<file path="src/rtl/jtframe_db15_reader.sv">
// DB15 adapter reader: drives JOY_LOAD/JOY_CLK, shifts 2*NBITS bits, presents two joystick words.
// Define JTFRAME_DB15_DEBOUNCE_EN to update outputs only after two identical consecutive frames.
module jtframe_db15_reader #(
  parameter int unsigned CLK_DIV   = 24,
  parameter int unsigned NBITS     = 16,
  parameter int unsigned GAP_TICKS = 64
) (
  input  logic             clk_sys,
  input  logic             rst,
  input  logic             JOY_DATA,
  output logic             JOY_CLK,
  output logic             JOY_LOAD,
  output logic [NBITS-1:0] joystick1,
  output logic [NBITS-1:0] joystick2,
  output logic             frame_done
);
  localparam int unsigned FBITS = 2 * NBITS;
  localparam int unsigned IW    = $clog2(FBITS);
  localparam int unsigned GW    = $clog2(GAP_TICKS + 1);

  typedef enum logic [1:0] {StLoad, StShift, StUpdate, StWait} state_e;

  state_e           state_q, state_d;
  logic [7:0]       div_q, div_d;
  logic [GW-1:0]    gap_q, gap_d;
  logic [IW-1:0]    idx_q, idx_d;
  logic             phase_q, phase_d;
  logic [FBITS-1:0] sr_q, sr_d;
  logic [NBITS-1:0] joy1_q, joy1_d, joy2_q, joy2_d;
  logic             clk_q, clk_d, load_q, load_d, done_q, done_d;
  logic [1:0]       sync_q;
  logic             tick, data_s, wr_en;

  assign data_s = sync_q[1];
  assign tick   = (div_q == 8'(CLK_DIV - 1));

`ifdef JTFRAME_DB15_DEBOUNCE_EN
  logic [FBITS-1:0] prev_q;

  assign wr_en = (sr_q == prev_q);

  always_ff @(posedge clk_sys) begin
    if (rst) begin
      prev_q <= '0;
    end else if (state_q == StUpdate) begin
      prev_q <= sr_q;
    end
  end
`else
  assign wr_en = 1'b1;
`endif

  always_comb begin
    state_d = state_q;
    div_d   = tick ? 8'd0 : div_q + 8'd1;
    gap_d   = gap_q;
    idx_d   = idx_q;
    phase_d = phase_q;
    sr_d    = sr_q;
    joy1_d  = joy1_q;
    joy2_d  = joy2_q;
    clk_d   = clk_q;
    load_d  = load_q;
    done_d  = 1'b0;
    unique case (state_q)
      StLoad: begin
        if (tick) begin
          if (phase_q) begin
            state_d = StShift;
            load_d  = 1'b1;
            idx_d   = '0;
            phase_d = 1'b0;
          end else begin
            phase_d = 1'b1;
          end
        end
      end
      StShift: begin
        if (tick) begin
          if (!phase_q) begin
            // Buttons are active-low on the wire
            sr_d[idx_q] = ~data_s;
            clk_d       = 1'b0;
            phase_d     = 1'b1;
          end else begin
            clk_d   = 1'b1;
            phase_d = 1'b0;
            if (idx_q == IW'(FBITS - 1)) begin
              state_d = StUpdate;
            end else begin
              idx_d = idx_q + 1'b1;
            end
          end
        end
      end
      StUpdate: begin
        if (wr_en) begin
          joy1_d = sr_q[NBITS-1:0];
          joy2_d = sr_q[FBITS-1:NBITS];
          done_d = 1'b1;
        end
        state_d = StWait;
        gap_d   = '0;
      end
      StWait: begin
        // Last high phase ends on the first gap tick
        if (tick) begin
          clk_d = 1'b0;
          if (gap_q == GW'(GAP_TICKS - 1)) begin
            state_d = StLoad;
            gap_d   = '0;
            load_d  = 1'b0;
            phase_d = 1'b0;
          end else begin
            gap_d = gap_q + 1'b1;
          end
        end
      end
      default: state_d = StWait;
    endcase
  end

  always_ff @(posedge clk_sys) begin
    if (rst) begin
      state_q <= StWait;
      div_q   <= '0;
      gap_q   <= '0;
      idx_q   <= '0;
      phase_q <= 1'b0;
      sr_q    <= '0;
      joy1_q  <= '0;
      joy2_q  <= '0;
      clk_q   <= 1'b0;
      load_q  <= 1'b1;
      done_q  <= 1'b0;
      sync_q  <= 2'b11;
    end else begin
      state_q <= state_d;
      div_q   <= div_d;
      gap_q   <= gap_d;
      idx_q   <= idx_d;
      phase_q <= phase_d;
      sr_q    <= sr_d;
      joy1_q  <= joy1_d;
      joy2_q  <= joy2_d;
      clk_q   <= clk_d;
      load_q  <= load_d;
      done_q  <= done_d;
      sync_q  <= {sync_q[0], JOY_DATA};
    end
  end

  assign JOY_CLK    = clk_q;
  assign JOY_LOAD   = load_q;
  assign joystick1  = joy1_q;
  assign joystick2  = joy2_q;
  assign frame_done = done_q;

endmodule
</file>
<file path="config.mk">
export PLATFORM = sky130hd
export DESIGN_NAME = jtframe_db15_reader
export DESIGN_NICKNAME = d
export VERILOG_FILES = /design/src/rtl/jtframe_db15_reader.sv
export SDC_FILE = /design/constraint.sdc
export NUM_CORES = 1
export LEC_CHECK = 0
export CAP_MARGIN = 0
export CORE_MARGIN = 2
export CORE_UTILIZATION = 60
export DETAILED_ROUTE_END_ITERATION = 12
export GPL_ROUTABILITY_DRIVEN = 0
export PLACE_DENSITY_LB_ADDON = 0.05
export REMOVE_ABC_BUFFERS = 1
export SKIP_LAST_GASP = 1
export SYNTH_ARGS = -nofsm -noshare
export SYNTH_HDL_FRONTEND = slang
export SYNTH_SLANG_ARGS = --single-unit
</file>
<file path="constraint.sdc">
create_clock -name clk_sys -period 3.3 [get_ports clk_sys]
set_clock_uncertainty 0.1 [all_clocks]
set_input_delay 0.825 -clock clk_sys [delete_from_list [all_inputs] [get_ports clk_sys]]
set_output_delay 0.825 -clock clk_sys [all_outputs]
set_load 0.03 [all_outputs]
</file>
==> metrics.yaml <==
grt:
  grtUsageTotal: 0.217
  use_met2: 0.358
  met1_usage: 0.281
  busiest_layer: "met2"
  grt_use_met3: 0.0379
  grt_antenna_before_repair: 0
  grt_overflow: 0
  grt_max_degree: 42
  grt_pass1_wl_um: 12800
  grt_pass1_vias: 2760
sta:
  relSlewSlack: 0.227
  fin_crit_ps: 2330
  report.final.slew_viol_count: 0
  rsz0062_at_grt: "no"
  hold_violations: 0
  period_share: 0.707
  tightestPinTransition_ps: 1160
  fin_setup_tns_ps: 0
  fmax_mhz: 428
  postLayoutSetupSlackWorst_ps: 966
  finalSetupViolations: 0
setup_path:
  worstSetupEndpointType: "register"
  worstSetupPathType: "register to register"
  worstPathMaxFanout: 16
  critPathRequiredTime_ps: 3440
  cp.arrival_ps: 2480
  critPathLaunchType: "register"
route:
  post-route-drc-count: 0
  ant_nets: 0
  routedWlPerCell_um: 15.0
  vias: 2907
  drt-total-wl_um: 7410
  via_per_inst: 5.88
  drt_iter0_markers: 223
  first_pass_iters: 4
layout:
  stdcell_count: 494
  drive_gt1_frac: 0.0815
  final_cell_mix: "dfxtp_1, nor2_1, a21oi_1"
  final_common_cell: "dfxtp_1"
  final_nets: 426
  post-route-util: 0.697
  final.fill_count: 513
  antennaDiodeCount: 0
  areaGrowthSynthToFinish_pct: 12.8
synth:
  yosysTopAreaCellShare: 0.470
  synth_async_sr_flop_share: 0
  synthesis.area_um2: 3920
  synth_edf_count: 0
  syn_avg_cell_area_um2: 9.86
  synth_area_leader_cell: "dfxtp_1"
  synth_seq_cells: 92
  synth_cell_types: 53
  syn_inst: 398
  seq_area_frac_synth: 0.470
  netlist_top_cells_area: "dfxtp_1, mux2i_1, a311oi_1"
  ys.warnings.count: 0
  postSynth.topFlopCell: "dfxtp_1"
floorplanning:
  die_h_um: 84.9
  rows: 29
  fp.coreArea_um2: 6350
  die-area_um2: 7200
  floorplan.initialDensity: 0.618
  die_x_um: 84.9
  io_pins: 38
placement:
  dpl.cell_count: 478
  io_buffers: 37
  place_ws_ps: 963
  place.detailed.hpwl_um: 4730
cts:
  h-tree-depth: 3
  cts_buffers: 9
  clk_path_buf_depth: 2
  worstSkewPairLatency_ps: 340
  cts_num_sinks: 92
  cts_resized: 0
  cts_hold_buf: 0
  root_buffer: "clkbuf_8"
  clkTransAtPathRegs_ps: 80
  cts_setup_buffers: 0
  cts_tree: "built"
run_status:
  status: "completed"
power_and_ir_drop:
  p_per_area_nw_per_um2: 505
  p_total_w: 0.00223
  irDropWorstVdd_v: 0.000369
  total_leakage_power_nw: 1.54
worst_hold_path:
  hp-class: "register to register"
flow_run:
  cap_viol_max_count: 0
cell usage after synthesis, drive strengths merged, types with 6 or more instances:
| master | n |
|---|---|
| nand2 | 10 |
| clkbuf | 15 |
| a311oi | 32 |
| nand3 | 7 |
| ha | 11 |
| dfxtp | 92 |
| nor2 | 51 |
| a21oi | 43 |
| o21ai | 7 |
| buf | 22 |
| nor2b | 6 |
| inv | 8 |
| mux2i | 34 |
report_power, final:
part	switching [W]	internal, W	leakage [nW]	total (W)
Combinational	0.000154	0.0000995	0.686	0.000253
Clock	0.000376	0.000452	0.108	0.000828
Sequential	0.0000257	0.00113	0.742	0.00115
Total	0.000556	0.00168	1.54	0.00223
per-stage QoR:
stage                     instance area [µm²]  hold slack, ps
final                                    4420             321
after global routing                     4420             336
after CTS                                4420             319
after detailed placement                 4210             298
after global placement                   4210             302
after floorplan                          3720             289
state kept, by name, indices dropped and copies added (netlist names):
name,cells
sr_q,32
joystick1,16
joystick2,16
div_q,8
gap_q,7
idx_q,5
state_q,2
sync_q,2
JOY_CLK,1
JOY_LOAD,1
frame_done,1
phase_q,1
critical path, stage by stage (launching register included):
cell and delay (ps):
dfxtp_1 360, inv_1 120, ha_1 330, nor2b_1 250, and4_1 640, a21oi_1 150, a311oi_1 270
area by class of cell:
cell class | count | area (µm²) | area share
Clock inverter | 3 | 68.8 | 0.0156
Sequential cell | 92 | 1840 | 0.416
Multi-Input combinational cell | 261 | 1850 | 0.418
Clock buffer | 13 | 149 | 0.0337
Inverter | 8 | 30.0 | 0.00679
Tap cell | 77 | 96.3 | 0.0218
Timing Repair Buffer | 40 | 388 | 0.0877
worst paths after layout:
path / from / end / slack (ps) / cells after the start
hold reg to reg: sync_q[0]$_SDFF_PP1_ / sync_q[1]$_SDFF_PP1_ / 320 / 1
setup reg to reg: state_q[1]$_SDFFE_PP1P_ / sr_q[28]$_SDFFE_PP0P_ / 970 / 6
hold / removal: sync_q[0]$_SDFF_PP1_ / sync_q[1]$_SDFF_PP1_ / 320 / 1
setup / recovery: state_q[1]$_SDFFE_PP1P_ / sr_q[28]$_SDFFE_PP0P_ / 970 / 6
metal layers:
layer / up-vias / part of all wire
li1: 1462 / -
met4: 0 / 0.0097
met5: - / 0
met3: 5 / 0.032
met1: 1386 / 0.47
met2: 54 / 0.49
kinds of logic after synthesis:
logic type      count (synthesis)  synth area share
compound gates                 96             0.177
simple gates                  112             0.153
flops                          92             0.470
xor+xnor                        6            0.0134
fa+ha+maj                      11            0.0351
mux                            36            0.0925
buf+inv                        45            0.0593
No activity file was read; power rests on OpenSTA's default activity.
